File: src/rtl/demux8_collect_pkg.sv
// Shared definitions for the demux8_collect receive path: slot geometry,
// the all-slots-written mask value, output-stage state encoding and the
// 2-to-4 one-hot helper the slot decoder is built from.
package demux8_collect_pkg;

  localparam int unsigned SLOTS     = 8;
  localparam int unsigned SLOT_W    = 3;
  localparam logic [7:0]  MASK_FULL = 8'hFF;

  typedef enum logic {
    OUT_EMPTY = 1'b0,
    OUT_FULL  = 1'b1
  } out_state_t;

  // One half of the decoder tree: 2-bit select to 4-bit one-hot, gated by en.
  function automatic logic [3:0] demux4(input logic en, input logic [1:0] sel);
    demux4 = en ? (4'b0001 << sel) : 4'b0000;
  endfunction

endpackage

File: src/rtl/demux8_dec.sv
// Combinational 3-to-8 one-hot slot decoder with enable.
// Built as two 4-way halves, the MSB of the select choosing which half is
// enabled, mirroring the transmit-side mux tree.
// Ports:
//   i_en     - decoder enable; all outputs low when 0
//   i_sel    - slot index
//   o_onehot - one-hot slot strobe
module demux8_dec
  import demux8_collect_pkg::*;
(
  input  logic              i_en,
  input  logic [SLOT_W-1:0] i_sel,
  output logic [SLOTS-1:0]  o_onehot
);

  logic       w_en_lo;
  logic       w_en_hi;
  logic [3:0] w_lo;
  logic [3:0] w_hi;

  assign w_en_lo  = i_en & ~i_sel[2];
  assign w_en_hi  = i_en &  i_sel[2];
  assign w_lo     = demux4(w_en_lo, i_sel[1:0]);
  assign w_hi     = demux4(w_en_hi, i_sel[1:0]);
  assign o_onehot = {w_hi, w_lo};

endmodule

File: src/rtl/demux8_collect.sv
// Sequential 1-to-8 demultiplexer / deserializer. Serial bits are steered
// into an 8-slot assembly register either by a wrapping counter or by an
// explicit slot address; a completed byte is presented on a held,
// valid/ready output register.
// Ports:
//   clk, rst  - clock, synchronous active-high reset
//   i, i_valid- serial data bit and its qualifier
//   sync      - frame marker: restart counter, discard partial word
//   s_mode, s - 0: counter steering, 1: steer to slot s
//   o, o_valid, o_ready - completed word handshake
//   busy      - a partial word is being assembled
//   overrun   - sticky: a completed word was dropped while output was full
module demux8_collect
  import demux8_collect_pkg::*;
#(
  parameter bit LSB_FIRST = 1'b1
) (
  input  logic              clk,
  input  logic              rst,
  input  logic              i,
  input  logic              i_valid,
  input  logic              sync,
  input  logic              s_mode,
  input  logic [SLOT_W-1:0] s,
  output logic [SLOTS-1:0]  o,
  output logic              o_valid,
  input  logic              o_ready,
  output logic              busy,
  output logic              overrun
);

  logic [SLOTS-1:0]  r_asm;
  logic [SLOTS-1:0]  r_mask;
  logic [SLOT_W-1:0] r_cnt;
  logic [SLOTS-1:0]  r_o;
  logic              r_busy;
  logic              r_overrun;
  out_state_t        r_state;
  out_state_t        w_state_nxt;

  logic [SLOT_W-1:0] w_cnt_base;
  logic [SLOTS-1:0]  w_mask_base;
  logic [SLOT_W-1:0] w_slot;
  logic [SLOTS-1:0]  w_strobe;
  logic [SLOTS-1:0]  w_mask_upd;
  logic [SLOTS-1:0]  w_word;
  logic              w_complete;
  logic              w_load;
  logic              w_ovr_set;

  // sync clears the frame before the same-cycle bit is placed, so the
  // bit lands in a fresh mask at counter slot 0.
  assign w_cnt_base  = sync ? '0 : r_cnt;
  assign w_mask_base = sync ? '0 : r_mask;

  assign w_slot = s_mode    ? s :
                  LSB_FIRST ? w_cnt_base :
                              (SLOT_W'(SLOTS - 1) - w_cnt_base);

  demux8_dec u_dec (
    .i_en     (i_valid),
    .i_sel    (w_slot),
    .o_onehot (w_strobe)
  );

  assign w_mask_upd = w_mask_base | w_strobe;
  assign w_word     = (r_asm & ~w_strobe) | (w_strobe & {SLOTS{i}});
  assign w_complete = i_valid & (w_mask_upd == MASK_FULL);

  always_comb begin
    w_state_nxt = r_state;
    w_load      = 1'b0;
    w_ovr_set   = 1'b0;
    case (r_state)
      OUT_EMPTY: begin
        if (w_complete) begin
          w_load      = 1'b1;
          w_state_nxt = OUT_FULL;
        end
      end
      OUT_FULL: begin
        if (o_ready) begin
          if (w_complete) w_load = 1'b1;
          else            w_state_nxt = OUT_EMPTY;
        end else if (w_complete) begin
          w_ovr_set = 1'b1;
        end
      end
      default: w_state_nxt = OUT_EMPTY;
    endcase
  end

  always_ff @(posedge clk) begin
    if (rst) begin
      r_state   <= OUT_EMPTY;
      r_asm     <= '0;
      r_mask    <= '0;
      r_cnt     <= '0;
      r_o       <= '0;
      r_busy    <= 1'b0;
      r_overrun <= 1'b0;
    end else begin
      r_state <= w_state_nxt;
      r_asm   <= w_word;
      if (w_complete) begin
        r_mask <= '0;
        r_cnt  <= '0;
        r_busy <= 1'b0;
      end else begin
        r_mask <= w_mask_upd;
        r_cnt  <= (i_valid && !s_mode) ? w_cnt_base + 1'b1 : w_cnt_base;
        r_busy <= |w_mask_upd;
      end
      if (w_load)    r_o       <= w_word;
      if (w_ovr_set) r_overrun <= 1'b1;
    end
  end

  assign o       = r_o;
  assign o_valid = (r_state == OUT_FULL);
  assign busy    = r_busy;
  assign overrun = r_overrun;

endmodule

File: config.mk
export PLATFORM = sky130hd
export DESIGN_NAME = demux8_collect
export DESIGN_NICKNAME = d
export VERILOG_FILES = /design/src/rtl/demux8_collect_pkg.sv /design/src/rtl/demux8_dec.sv /design/src/rtl/demux8_collect.sv
export SDC_FILE = /design/constraint.sdc
export NUM_CORES = 1
export LEC_CHECK = 0
export CAP_MARGIN = 15
export CORE_MARGIN = 10
export CORE_UTILIZATION = 50
export DETAILED_ROUTE_END_ITERATION = 8
export HOLD_SLACK_MARGIN = 0.03
export PLACE_DENSITY = 0.75
export REMOVE_ABC_BUFFERS = 1
export SYNTH_ARGS = -nofsm -noshare
export SYNTH_HDL_FRONTEND = slang
export SYNTH_SLANG_ARGS = --single-unit
export TNS_END_PERCENT = 50
File: constraint.sdc
create_clock -name clk -period 3.7 [get_ports clk]
set_input_delay 1.11 -clock clk [delete_from_list [all_inputs] [get_ports clk]]
set_output_delay 1.11 -clock clk [all_outputs]
set_load 0.005 [all_outputs]
==> results.md, run 1 <==
Run status:
- The flow ran to the end, and the final reports show no timing, DRC or antenna violations.

Floorplan:
- The y dimension of the die is 72.5 um.
- From left edge to right edge, the die measures 72.5 um.
- The row count is 18.
- 21 I/O pins were placed.
- The die covers 5250 um^2.
- After floorplanning, the core was sized to cover 2540 um^2.
- Once the floorplan was initialized, standard cells occupied ~54% of the core.

Clock network:
- The maximum number of buffers from clock root to sink is 2.
- Hold repair after CTS inserted 0 buffers.
- The clock sink count is 30.
- The count of cells resized by post-cts repair is 0.
- The clock latency on the worst-skew pair is 0.33 ns.
- In this run the post-CTS setup repair buffer count came out at 0.
- CTS placed an instance of sky130_fd_sc_hd__clkbuf_4 at the clock tree root.
- TritonCTS created 5 clock buffers.
- CTS built an H-tree with a depth of 2.
- The TritonCTS clock tree is done.
- Clock-pin slew was measured on the worst setup and hold paths at 0.08 ns.

Drt:
- The final antenna-violating net count is 0.
- The routed length per placed instance is 14.7 um.
- For this block, the via count after detailed routing is 1210.
- Dividing the detail-routed via count by the number of cells gives around 5.7.
- Before antenna repair, the detailed router went through 4 iterations.
- In the routed design, unresolved DRC markers number 0.
- The total wirelength of the detailed-routed design is about 3.1 mm.
- The detailed router's first-iteration violation count is 70.

Place:
- The placed wire-length estimate is 2.40 mm.
- Prior to clock tree synthesis, the placed netlist has a worst setup slack of 0.0317 ns.
- Routability-driven placement finished with a final weighted congestion of 0.932.
- Buffers placed on the I/O ports in this run total 20.
- Counting tap cells, the placed design contains a total of 207 instances.

Final layout:
- At the end of the flow, the number of nets in the layout was 194.
- The repair_antennas step left the layout with diodes totalling 0.
- Leaving out filler cells and counting taps, the final layout contains 213.
- The share of the core filled with cells in the final layout is 66.5%.
- The synthesis-to-layout area growth is 22.8%.
- Of the cells placed in the final design, the portion with a size suffix greater than 1 is 10.9%.

Flow run:
- The tool flagged a number of max-cap violations equal to 0.

Timing:
- Setup repair after global routing left no endpoint under its margin.
- The worst-case setup margin in the final layout is roughly 0.38 ns.
- The post-route setup TNS is 0 ns.
- Headroom to the max-slew limit came out at between 50 and 60%.
- Setup violations remaining at the end of the flow were counted as 0.
- Between clock sinks in the finished design, the worst skew comes to 0.0113 ns.
- After layout, the worst path uses about 90% of the clock period.
- The number of max-slew violations in the final report came to 0.
- Static timing analysis puts the maximum clock frequency at 301 MHz.
- The slew at the pin closest to its max-slew limit is 0.630 ns.
- The number of failing hold endpoints at the final stage came to 0.
- The smallest clock period supported by the final layout is computed as 3.32 ns.
- On the final layout, the worst hold slack is 0.462 ns.

Synthesis:
- The synthesized netlist occupies a cell area of 1380 um^2.
- The number of flip-flops and latches in the synthesized netlist is 30.
- The number of enable-type register cells in the synthesized netlist is 0.
- Counting distinct cell types in the post-synthesis netlist gives 38.
- Of all flip-flops after synthesis, the portion carrying an async set or reset was 0%.
- The average instance in the mapped netlist occupies between 8 and 9 um^2.
- The yosys synthesis warning count is 0.
- Of the synthesized area, sequential elements account for 43.6%.
- The gate count of the mapped netlist is 156.
- The predominant post-synthesis flop cell is sky130_fd_sc_hd__dfxtp_1.

Critical path:
- The type of element capturing the critical path is a register.
- Data on the critical path is required at its endpoint by 3.91 ns.
- The number of cells traversed by the worst register-to-register path is 6.
- The critical path launch point type is an input port.
- The data arrival at the endpoint of the critical path is about 3.5 ns.
- In this run the worst path has a maximum fanout of 8.
- The worst setup path is of the input port to register kind.

Global route:
- The total congestion overflow is 0.
- The first global-routing pass estimated 5.44 mm of wire.
- The overall track demand over capacity in global routing is 12.8%.
- The number of global-route vias before repair is 1178.
- The initial antenna violation count was 0.
- Entering global routing, the biggest net connects 19 pins.

Pwr:
- The highest ir drop seen on vdd is 0.242 mV.
- The cell leakage power is 0.600 nW.
- Dividing total power by cell area gives a power density of approximately 350 nW/um^2.

Min path:
- Counting instances, the worst hold path has a depth of 2.
- The kind of path behind the tightest hold check is register to register.
[where the power goes]
| part | switching, mW | internal, mW |
|---|---|---|
| sequential | 0.00400 | 0.328 |
| clock | 0.106 | 0.0855 |
| combinational | 0.0331 | 0.0280 |
| total | 0.143 | 0.441 |
[metal layers]
layer | up-vias | wire (um) | part of all wire [%] | GRT usage, %
li1 | 614 | - | - | -
met2 | 39 | 1420 | 45 | 18.7
met3 | 7 | 235 | 7.5 | 4.63
met5 | - | 0 | 0 | 0
met4 | 0 | 79 | 2.5 | 7.38
met1 | 550 | 1400 | 45 | 15.8
[registers in the layout, summed over array words and instances (netlist names)]
signal / count
overrun: 1
busy: 1
o: 8
o_valid: 1
r_cnt: 3
r_asm: 8
r_mask: 8
[worst paths after layout]
| kind | from | to | slack, ns |
|---|---|---|---|
| worst max-delay path | s_mode | o[6] | 0.38 |
| worst min-delay path | r_asm[2] | r_asm[2] | 0.46 |
| worst max register to register | r_cnt[2] | o[6] | 1.31 |
| worst min register to register | r_asm[2] | r_asm[2] | 0.46 |
[final cells by class]
cell class                      count  area, um^2
Clock buffer                        6        51.3
Fill cell                         215         853
Inverter                            4        15.0
Multi-Input combinational cell    116         722
Sequential cell                    30         601
Tap cell                           30        37.5
Timing Repair Buffer               27         265
[stage by stage]
step	cell area [um^2]	power, mW
after floorplan	1340	0.366
after global placement	1640	0.399
after detailed placement	1640	0.400
after CTS	1690	0.588
after global routing	1690	0.608
final	1690	0.584
[placed cells by master (no fill, tap or decap), types with 3 or more instances in the layout]
master                             n
sky130_fd_sc_hd__nand2_1          32
sky130_fd_sc_hd__dfxtp_1          30
sky130_fd_sc_hd__clkdlybuf4s50_1  20
sky130_fd_sc_hd__a21oi_1          18
sky130_fd_sc_hd__nand3_1          12
sky130_fd_sc_hd__nor2b_1           9
sky130_fd_sc_hd__mux2_1            8
sky130_fd_sc_hd__buf_4             6
sky130_fd_sc_hd__clkbuf_4          5
sky130_fd_sc_hd__inv_1             4
sky130_fd_sc_hd__nor2_1            4
sky130_fd_sc_hd__nor4_1            3
[kinds of logic after synthesis]
| kind of cell | share of synthesized area, % |
|---|---|
| and+or+nand+nor | 26.5 |
| AOI/OAI and AO/OA | 17.4 |
| DFF | 43.6 |
| buffers and inverters | 4.00 |
| muxes | 6.54 |
| xor gates and xnor gates | 1.91 |
[worst max-delay path, stage by stage]
cell and delay [ns]:
sky130_fd_sc_hd__clkdlybuf4s50_1 0.47, sky130_fd_sc_hd__or3b_1 0.42, sky130_fd_sc_hd__a221oi_1 0.43, sky130_fd_sc_hd__a32oi_1 0.13
sky130_fd_sc_hd__a32oi_1 0.27, sky130_fd_sc_hd__nand4_2 0.30, sky130_fd_sc_hd__mux2_1 0.40
[cells in the mapped netlist, drive strengths merged (2+ instances only)]
cell type	instances	area (um^2)
inv	4	15.0
nand2b	2	12.5
buf	4	32.5
nor2	4	15.0
dfxtp	30	601
nand3	12	60.1
nor3	2	10.0
clkbuf	2	7.51
a32oi	2	17.5
nor2b	9	56.3
a21oi	19	98.9
nand2	32	120
o21ai	2	13.8
nor4	4	31.3
xor2	2	17.5
mux2	8	90.1
No activity file was read; power rests on OpenSTA's default activity.
==> inputs of run 2 (changes only) <==
--- a/config.mk
+++ b/config.mk
@@ -12,6 +12,7 @@
 export HOLD_SLACK_MARGIN = 0.03
 export PLACE_DENSITY = 0.75
 export REMOVE_ABC_BUFFERS = 1
+export SLEW_MARGIN = 20
 export SYNTH_ARGS = -nofsm -noshare
 export SYNTH_HDL_FRONTEND = slang
 export SYNTH_SLANG_ARGS = --single-unit
==> results of run 2 <==
No change in the layout: final DEF, timing and power equal those of run 1.
